File: src/rtl/cpu_fetch_pkg.sv
// Shared CPU defines: tag width and the opcodes that end a straight-line
// fetch run because the next PC comes from execute.
package cpu_fetch_pkg;

    localparam int TAG_SIZE = 4;

    localparam logic [6:0] OPC_JAL    = 7'b1101111;
    localparam logic [6:0] OPC_JALR   = 7'b1100111;
    localparam logic [6:0] OPC_BRANCH = 7'b1100011;

    // True when the instruction's successor is unknown until execute resolves it.
    function automatic logic is_control_transfer(input logic [6:0] opcode);
        return (opcode == OPC_JAL) || (opcode == OPC_JALR) || (opcode == OPC_BRANCH);
    endfunction

endpackage

File: src/rtl/cpu_fetch.sv
// Instruction fetch: issues one word read at a time, hands the word to decode
// (buffering it while decode stalls), and parks after a control transfer until
// execute reports the resolved target for that instruction's tag.
//
// state      | meaning
// -----------+-----------------------------------------------------------
// FETCH      | read request outstanding at pc, waiting for i_bus_ready
// HOLD       | word captured in buffer, waiting for decode to accept it
// WAIT_JUMP  | control transfer emitted, waiting for i_jump_tag == o_tag
// GAP        | one idle cycle between an emission/redirect and next FETCH
module cpu_fetch
    import cpu_fetch_pkg::*;
#(
    parameter logic [31:0] RESET_PC = 32'h0000_0000
) (
    input  logic                i_clock,
    input  logic                i_reset,
    input  logic                i_stall,
    output logic                o_bus_request,
    input  logic                i_bus_ready,
    output logic [31:0]         o_bus_address,
    input  logic [31:0]         i_bus_rdata,
    input  logic [TAG_SIZE-1:0] i_jump_tag,
    input  logic [31:0]         i_jump_pc,
    output logic [TAG_SIZE-1:0] o_tag,
    output logic [31:0]         o_instruction,
    output logic [31:0]         o_pc
);

    typedef enum logic [1:0] {
        S_FETCH,
        S_HOLD,
        S_WAIT_JUMP,
        S_GAP
    } state_t;

    state_t      state;
    logic [31:0] pc;
    logic [31:0] buffer;

    logic        emit_valid;
    logic [31:0] emit_word;
    logic        emit_is_jump;

    // pc only moves on the way into GAP, so it doubles as a stable bus address.
    assign o_bus_address = pc;

    // Decide whether this edge hands a word to decode, and which word.
    always_comb begin
        emit_valid   = 1'b0;
        emit_word    = i_bus_rdata;
        emit_is_jump = 1'b0;
        if (state == S_FETCH) begin
            emit_valid = i_bus_ready && !i_stall;
            emit_word  = i_bus_rdata;
        end else if (state == S_HOLD) begin
            emit_valid = !i_stall;
            emit_word  = buffer;
        end
        emit_is_jump = is_control_transfer(emit_word[6:0]);
    end

    // Fetch sequencer with registered outputs.
    always_ff @(posedge i_clock) begin
        if (i_reset) begin
            state         <= S_GAP;
            pc            <= {RESET_PC[31:2], 2'b00};
            buffer        <= '0;
            o_bus_request <= 1'b0;
            o_tag         <= '0;
            o_pc          <= '0;
            o_instruction <= '0;
        end else if (emit_valid) begin
            o_instruction <= emit_word;
            o_pc          <= pc;
            o_tag         <= o_tag + TAG_SIZE'(1);
            o_bus_request <= 1'b0;
            if (emit_is_jump) begin
                state <= S_WAIT_JUMP;
            end else begin
                pc    <= pc + 32'd4;
                state <= S_GAP;
            end
        end else begin
            case (state)
                S_GAP: begin
                    o_bus_request <= 1'b1;
                    state         <= S_FETCH;
                end
                S_FETCH: begin
                    // Ready while stalled: the read completes regardless.
                    if (i_bus_ready) begin
                        buffer        <= i_bus_rdata;
                        o_bus_request <= 1'b0;
                        state         <= S_HOLD;
                    end
                end
                S_WAIT_JUMP: begin
                    if (i_jump_tag == o_tag) begin
                        pc    <= {i_jump_pc[31:2], 2'b00};
                        state <= S_GAP;
                    end
                end
                default: begin
                    state <= state;
                end
            endcase
        end
    end

endmodule

File: config.mk
export PLATFORM = sky130hd
export DESIGN_NAME = cpu_fetch
export DESIGN_NICKNAME = d
export VERILOG_FILES = /design/src/rtl/cpu_fetch_pkg.sv /design/src/rtl/cpu_fetch.sv
export SDC_FILE = /design/constraint.sdc
export NUM_CORES = 1
export LEC_CHECK = 0
export CAP_MARGIN = 30
export CORE_MARGIN = 2
export CORE_UTILIZATION = 51
export CTS_CLUSTER_DIAMETER = 100
export CTS_CLUSTER_SIZE = 30
export DETAILED_ROUTE_END_ITERATION = 8
export GPL_TIMING_DRIVEN = 0
export HOLD_SLACK_MARGIN = 0.08
export PLACE_DENSITY = 0.84
export RECOVER_POWER = 100
export SLEW_MARGIN = 20
export SYNTH_ARGS = -nofsm -noshare
export SYNTH_HDL_FRONTEND = slang
export SYNTH_SLANG_ARGS = --single-unit
export TNS_END_PERCENT = 20
File: constraint.sdc
create_clock -name i_clock -period 5.3 [get_ports i_clock]
set_input_delay 0.53 -clock i_clock [delete_from_list [all_inputs] [get_ports i_clock]]
set_output_delay 0.53 -clock i_clock [all_outputs]
set_load 0.01 [all_outputs]
==> results.json, run 1 <==
{
  "ys_async_sr_fraction_pct": 0,
  "min_to": "o_pc[5]",
  "crit_fanout": 10,
  "ys_seq_area_share_pct": 44.0,
  "die_w_um": 112,
  "arrival_ns": 3.34,
  "period_needed_ns": 2.99,
  "synthMuxAreaShare_pct": 5.37,
  "cellLeakagePower_nw": 3.33,
  "cts_setup_buffers": 0,
  "cts_resized": 0,
  "drv_cap": 0,
  "wl_mm": 18.6,
  "synthXorXnorAreaFrac_pct": 1.03,
  "hpwl_mm": 12.9,
  "status": "finished, final reports clean",
  "avgSynthCellArea_sq_um": 8.06,
  "htree_levels": 4,
  "synth_edf_count": 0,
  "final_nets": 1001,
  "syn_inst": 739,
  "seq_area_sq_um": 2620,
  "synth_compound_area_share_pct": 22.3,
  "grt_antenna_before_repair": 1,
  "ant_nets": 0,
  "rr_startpoint": "state[0]",
  "core_area_sq_um": 11400,
  "num_vias": 6202,
  "end_kind": "register",
  "post_drt_via_cell_ratio": 5.72,
  "grt_pass1_wl_mm": 29.9,
  "clock_sinks": 131,
  "ir_drop_mv": 0.246,
  "hold_depth": 2,
  "tightest_slew_ns": 0.786,
  "dp_slack_ns": 2.21,
  "grt_pass1_vias": 6078,
  "routedWlPerCell_um": 17.1,
  "overflow": 0,
  "maxSlewViolCount": 0,
  "p_per_area_nw_per_um2": 315,
  "drt_iter0_drc": 545,
  "die_area_sq_um": 12600,
  "portBuffers": 166,
  "synth_ff_type": "dfxtp_1",
  "skew_ns": 0.00672,
  "path_class": "in -> reg",
  "cts_tree": "done",
  "drt_first_pass_iters": 5,
  "critPathMostFrequentCell": "clkbuf_1",
  "synth-simple-area-share_pct": 22.2,
  "slew_headroom_pct": 47.6,
  "startpoint": "i_bus_ready",
  "ios": 173,
  "path_cells": "dlygate4sd3_1 -> o21bai_1 -> or2_2 -> clkbuf_1 -> clkbuf_1 -> clkbuf_1 -> clkbuf_1 -> nand2_1 -> a21oi_1",
  "clockBufferDepth": 2,
  "rr_endpoint": "o_pc[6]",
  "rows": 39,
  "cts_hold_buf": 0,
  "synth_area_sq_um": 5960,
  "worstHoldPathType": "reg -> reg",
  "cpMaxStageDelayCell": "dlygate4sd3_1",
  "start_kind": "input pin",
  "cp_top_family": "buffers and inverters",
  "rsz0062_at_grt": "no",
  "drcViolationCount": 0,
  "finalCritPeriodShare_pct": 56.4,
  "drive_gt1_share_pct": 6.81,
  "crit_buf_inv": 5,
  "synth_warnings": 0,
  "synth_top_family_by_area": "compound AO/OA/AOI/OAI gates",
  "cts-root-buf": "clkbuf_16",
  "timing.final.hold_violations": 0,
  "worstPathRequired_ns": 5.65,
  "ys_types": 54,
  "multi_input_area_sq_um": 3050,
  "hold_start": "o_pc[5]",
  "area_growth_pct": 41.2,
  "place.gp.congestion": 0.915,
  "ys_ff_latch": 131,
  "reg2reg_depth": 8,
  "initial_core_util_pct": 52.2,
  "die_h_um": 112,
  "fmax_ghz": 0.335,
  "slowest_delay_ns": 0.57,
  "layout_setup_ws_ns": 2.31,
  "clock_latency_ns": 0.42,
  "fin_util_pct": 73.7,
  "fill_cells": 885,
  "tns_ns": 0,
  "path_clk_slew_ns": 0.06,
  "grt_max_degree": 17,
  "synthAdderAreaFrac_pct": 0.420,
  "setup_viol": 0,
  "r2r_slack_ns": 2.62,
  "grtUsageTotal_pct": 29.4,
  "numCtsBuffers": 17
}
-- placed cells by master, fill, tap and decap left out, drive strengths merged, types with 5 or more instances in the layout --
| master | synthesis | routed |
|---|---|---|
| clkbuf | 39 | 69 |
| buf | 19 | 9 |
| a21oi | 100 | 100 |
| a31oi | 5 | 5 |
| nand2 | 180 | 180 |
| dfxtp | 131 | 131 |
| nand2b | 9 | 9 |
| nand3 | 14 | 14 |
| mux2i | 32 | 32 |
| xor2 | 5 | 5 |
| o32ai | 6 | 6 |
| nor3 | 8 | 8 |
| o31ai | 10 | 10 |
| clkinv | 0 | 5 |
| o21ai | 24 | 24 |
| nand4 | 7 | 7 |
| and3 | 7 | 7 |
| a211oi | 34 | 34 |
| dlygate4sd3 | 0 | 99 |
| nor2 | 54 | 54 |
| clkdlybuf4s50 | 0 | 67 |
-- where the power goes --
group / total (mW) / switching (mW) / leakage, nW / internal [mW]
logic: 0.357 / 0.190 / 1.96 / 0.167
registers: 1.06 / 0.0384 / 1.06 / 1.02
clock network: 1.23 / 0.456 / 0.298 / 0.777
-- flip-flops by register name, indices dropped and copies added, names as in the netlist --
signal and count:
buffer 32, o_instruction 32, o_bus_address 30, state 2
o_tag 4, o_bus_request 1, o_pc 30
-- logic make-up (layout without fill, tap and decap cells) --
| group | Yosys count | count (layout) |
|---|---|---|
| buf+inv | 61 | 259 |
| flops | 131 | 131 |
| simple gates | 303 | 303 |
| fa+ha+maj | 2 | 2 |
| other cells | 1 | 5 |
| compound gates | 202 | 202 |
| xor+xnor | 7 | 7 |
| mux | 32 | 32 |
-- synth_stat cells, types with 6 or more instances --
| master | n | area (sq um) |
|---|---|---|
| nand2_1 | 180 | 676 |
| dfxtp_1 | 131 | 2620 |
| a21oi_1 | 90 | 450 |
| nor2_1 | 54 | 203 |
| clkbuf_1 | 39 | 146 |
| a211oi_1 | 34 | 255 |
| mux2i_1 | 32 | 320 |
| nand3_1 | 14 | 70.1 |
| a21oi_2 | 10 | 87.6 |
| o21ai_2 | 10 | 87.6 |
| o31ai_1 | 10 | 75.1 |
| nand2b_1 | 9 | 56.3 |
| o21ai_0 | 9 | 45.0 |
| buf_1 | 8 | 30.0 |
| nor3_1 | 8 | 40.0 |
| and3_1 | 7 | 43.8 |
| nand4_1 | 7 | 43.8 |
| o32ai_1 | 6 | 52.6 |
-- worst max path at each step --
stage | to | slack [ns] | cells after the start
6_report | o_pc[6] | 2.31 | 9
5_1_grt | o_pc[3] | 2.07 | 9
4_1_cts | o_pc[28] | 2.66 | 7
3_5_place_dp | o_pc[30] | 2.21 | 7
3_3_place_gp | o_pc[17] | 2.25 | 7
2_1_floorplan | o_pc[10] | 3.34 | 8
-- tightest hold or removal path: stages, from the launching register on --
cell and delay, ns:
dfxtp_1 0.30, nand2_1 0.05, a21oi_1 0.05
-- metrics by stage --
step	area, sq um	power, mW	hold WS, ns	cells
6_report	8410	2.65	0.448	1084
5_1_grt	8410	2.73	0.469	1083
4_1_cts	8430	2.67	0.453	1083
3_5_place_dp	7810	1.45	0.446	1051
3_3_place_gp	7810	1.44	0.440	1051
2_1_floorplan	5970	1.26	0.436	742
-- routing by layer --
metal  vias to the layer above  share of wire [%]  global-route usage (%)
li1                       2963                  -                       -
met3                        45                9.3                    8.75
met2                       308                 48                    48.6
met5                         -                  0                       0
met1                      2886                 40                    35.6
met4                         0                3.0                    13.1
-- final cells by class --
type	count	area share, %
Sequential cell	131	31.2
Timing Repair Buffer	166	19.7
Tap cell	143	2.13
Clock inverter	12	1.83
Buffer	58	3.14
Clock buffer	20	5.55
Multi-Input combinational cell	550	36.3
Inverter	3	0.134
Antenna cell	1	0.0297
Power figures use the tool's default switching activity.
==> run 2, diff against run 1 <==
CORE_UTILIZATION = 48   (was 51)
PLACE_DENSITY = 0.8   (was 0.84)
clock period = 2.8 ns   (was 5.3 ns; I/O delays follow)
==> run 2 against run 1 <==
  * Total power up 89%
  * Critical path depth down 3
  * Critical endpoint is now o_pc[30]
  * Critical path type is now reg -> reg
  * Non-clock buffer count unchanged
==> results.json, run 2 (synthesized netlist as in run 1, its figures left out) <==
{
  "status": "finished, final reports clean",
  "cts_resized": 0,
  "start_kind": "register",
  "cts_setup_buffers": 0,
  "end_kind": "register",
  "arrival_ns": 2.93,
  "slew_headroom_pct": 49.0,
  "rsz0062_at_grt": "no",
  "initial_core_util_pct": 49.4,
  "die_area_sq_um": 13300,
  "reg2reg_depth": 6,
  "whs_ns": 0.435,
  "grt_pass1_vias": 5640,
  "cts-root-buf": "clkbuf_16",
  "rr_endpoint": "o_pc[30]",
  "p_total_mw": 5.01,
  "ant_nets": 0,
  "maxSlewViolCount": 0,
  "layout_commonest_cell": "nand2_1",
  "cellLeakagePower_nw": 3.32,
  "p_sw_share_pct": 25.3,
  "fill_cells": 989,
  "worstHoldPathType": "in -> reg",
  "layout_setup_ws_ns": 0.222,
  "fmax_ghz": 0.388,
  "timing.final.hold_violations": 0,
  "path_clk_slew_ns": 0.06,
  "place.gp.congestion": 0.892,
  "num_vias": 6081,
  "hpwl_mm": 12.7,
  "drv_cap": 0,
  "rows": 40,
  "grt_pass1_wl_mm": 28.4,
  "tightest_slew_ns": 0.765,
  "pwr-share-clk_pct": 46.4,
  "path_class": "reg -> reg",
  "grt_antenna_before_repair": 0,
  "grtUsageTotal_pct": 27.4,
  "cts_hold_buf": 0,
  "drive_gt1_share_pct": 6.81,
  "hold_depth": 3,
  "r2r_slack_ns": 0.22,
  "period_needed_ns": 2.58,
  "finalCritPeriodShare_pct": 92.1,
  "hold_start": "i_bus_rdata[20]",
  "grt_max_degree": 17,
  "numCtsBuffers": 17,
  "final_nets": 1001,
  "htree_levels": 4,
  "cts_tree": "done",
  "crit_fanout": 10,
  "overflow": 0,
  "dp.cells": 1076,
  "stdcell_count": 1108,
  "p_per_area_nw_per_um2": 593,
  "setup_viol": 0,
  "clock_sinks": 131,
  "core_area_sq_um": 12100,
  "clockBufferDepth": 2,
  "portBuffers": 166,
  "routedWlPerCell_um": 16.4,
  "worstPathRequired_ns": 3.15,
  "power_frac_seq_pct": 40.1,
  "combPwrFrac_pct": 13.4,
  "wl_mm": 18.1,
  "antennaDiodeCount": 0,
  "rr_startpoint": "state[0]",
  "drt_iter0_drc": 561,
  "p_sw_mw": 1.27,
  "skew_ns": 0.00518,
  "min_to": "buffer[20]",
  "tns_ns": 0,
  "dp_slack_ns": -0.0202,
  "drt_first_pass_iters": 6,
  "die_h_um": 115,
  "intPower_mw": 3.74,
  "final_cell_mix": "nand2_1 (180), dfxtp_1 (131), dlygate4sd3_1 (98)",
  "top_regs": "buffer x32, o_instruction x32",
  "ir_drop_mv": 0.392,
  "clock_latency_ns": 0.42,
  "post_drt_via_cell_ratio": 5.49,
  "ios": 173,
  "area_growth_pct": 41.6,
  "die_w_um": 115,
  "drcViolationCount": 0
}
## run 2: cell types whose count changed in the layout (fill, tap and decap cells not counted), sizes merged
cell	before	now
bufinv	3	4
inv	4	3
clkinv	5	6
clkdlybuf4s50	67	68
diode	1	0
clkbuf	69	66
dlygate4sd3	99	98
clkinvlp	3	4
buf	9	10
## run 2: metal layers
| layer | share of wire [%] | GRT usage [%] |
|---|---|---|
| met2 | 46 | 42.7 |
| met1 | 43 | 35.5 |
| met3 | 9.0 | 8.16 |
| met4 | 2.5 | 11.3 |
| met5 | 0 | 0 |
## run 2: power groups by stage
stage          combinational, mW  clock (mW)  sequential, mW
2_1_floorplan              0.330           0            2.06
3_3_place_gp               0.685           0            2.05
3_5_place_dp               0.691           0            2.05
4_1_cts                    0.699        2.34            2.01
5_1_grt                    0.729        2.44            2.02
6_report                   0.673        2.32            2.01
## run 2: through the flow
step	util, %	cell area, sq um
CTS	70.1	8460
floorplan	-	5970
global route	70.0	8440
global placement	65.0	7840
finish	70.0	8440
detailed placement	65.0	7840
## run 2: worst max path at each step
stage	depth (start not counted)	startpoint	to
finish	6	state[0]	o_pc[30]
global route	6	state[0]	o_pc[31]
CTS	6	state[0]	o_pc[30]
detailed placement	7	i_bus_ready	o_pc[30]
global placement	7	i_bus_ready	o_pc[30]
floorplan	8	state[1]	o_bus_address[22]
## run 2: area by class of cell
cell class                 instances  area [sq um]  area share [%]
multi-input combinational        550          3050            36.2
timing repair buffer             166          1660            19.7
buffer                            58           265            3.14
clock inverter                    14           188            2.22
inverter                           3          11.3           0.133
tap                              168           210            2.49
clock buffer                      18           429            5.08
sequential                       131          2620            31.1
## run 2: critical path, cell delays in order (launching register included)
cell      delay (ns)
dfxtp_1         0.41
o21bai_1        0.16
nor2_1          0.59
clkbuf_1        0.56
clkbuf_1        0.52
nand2_1         0.12
a21oi_1         0.13
==> run 3, diff against run 2 <==
CAP_MARGIN = 20   (was 30)
SLEW_MARGIN = not set   (was 20)
==> results of run 3 <==
Same layout as run 2: the final DEF is identical, and so are final timing and power.
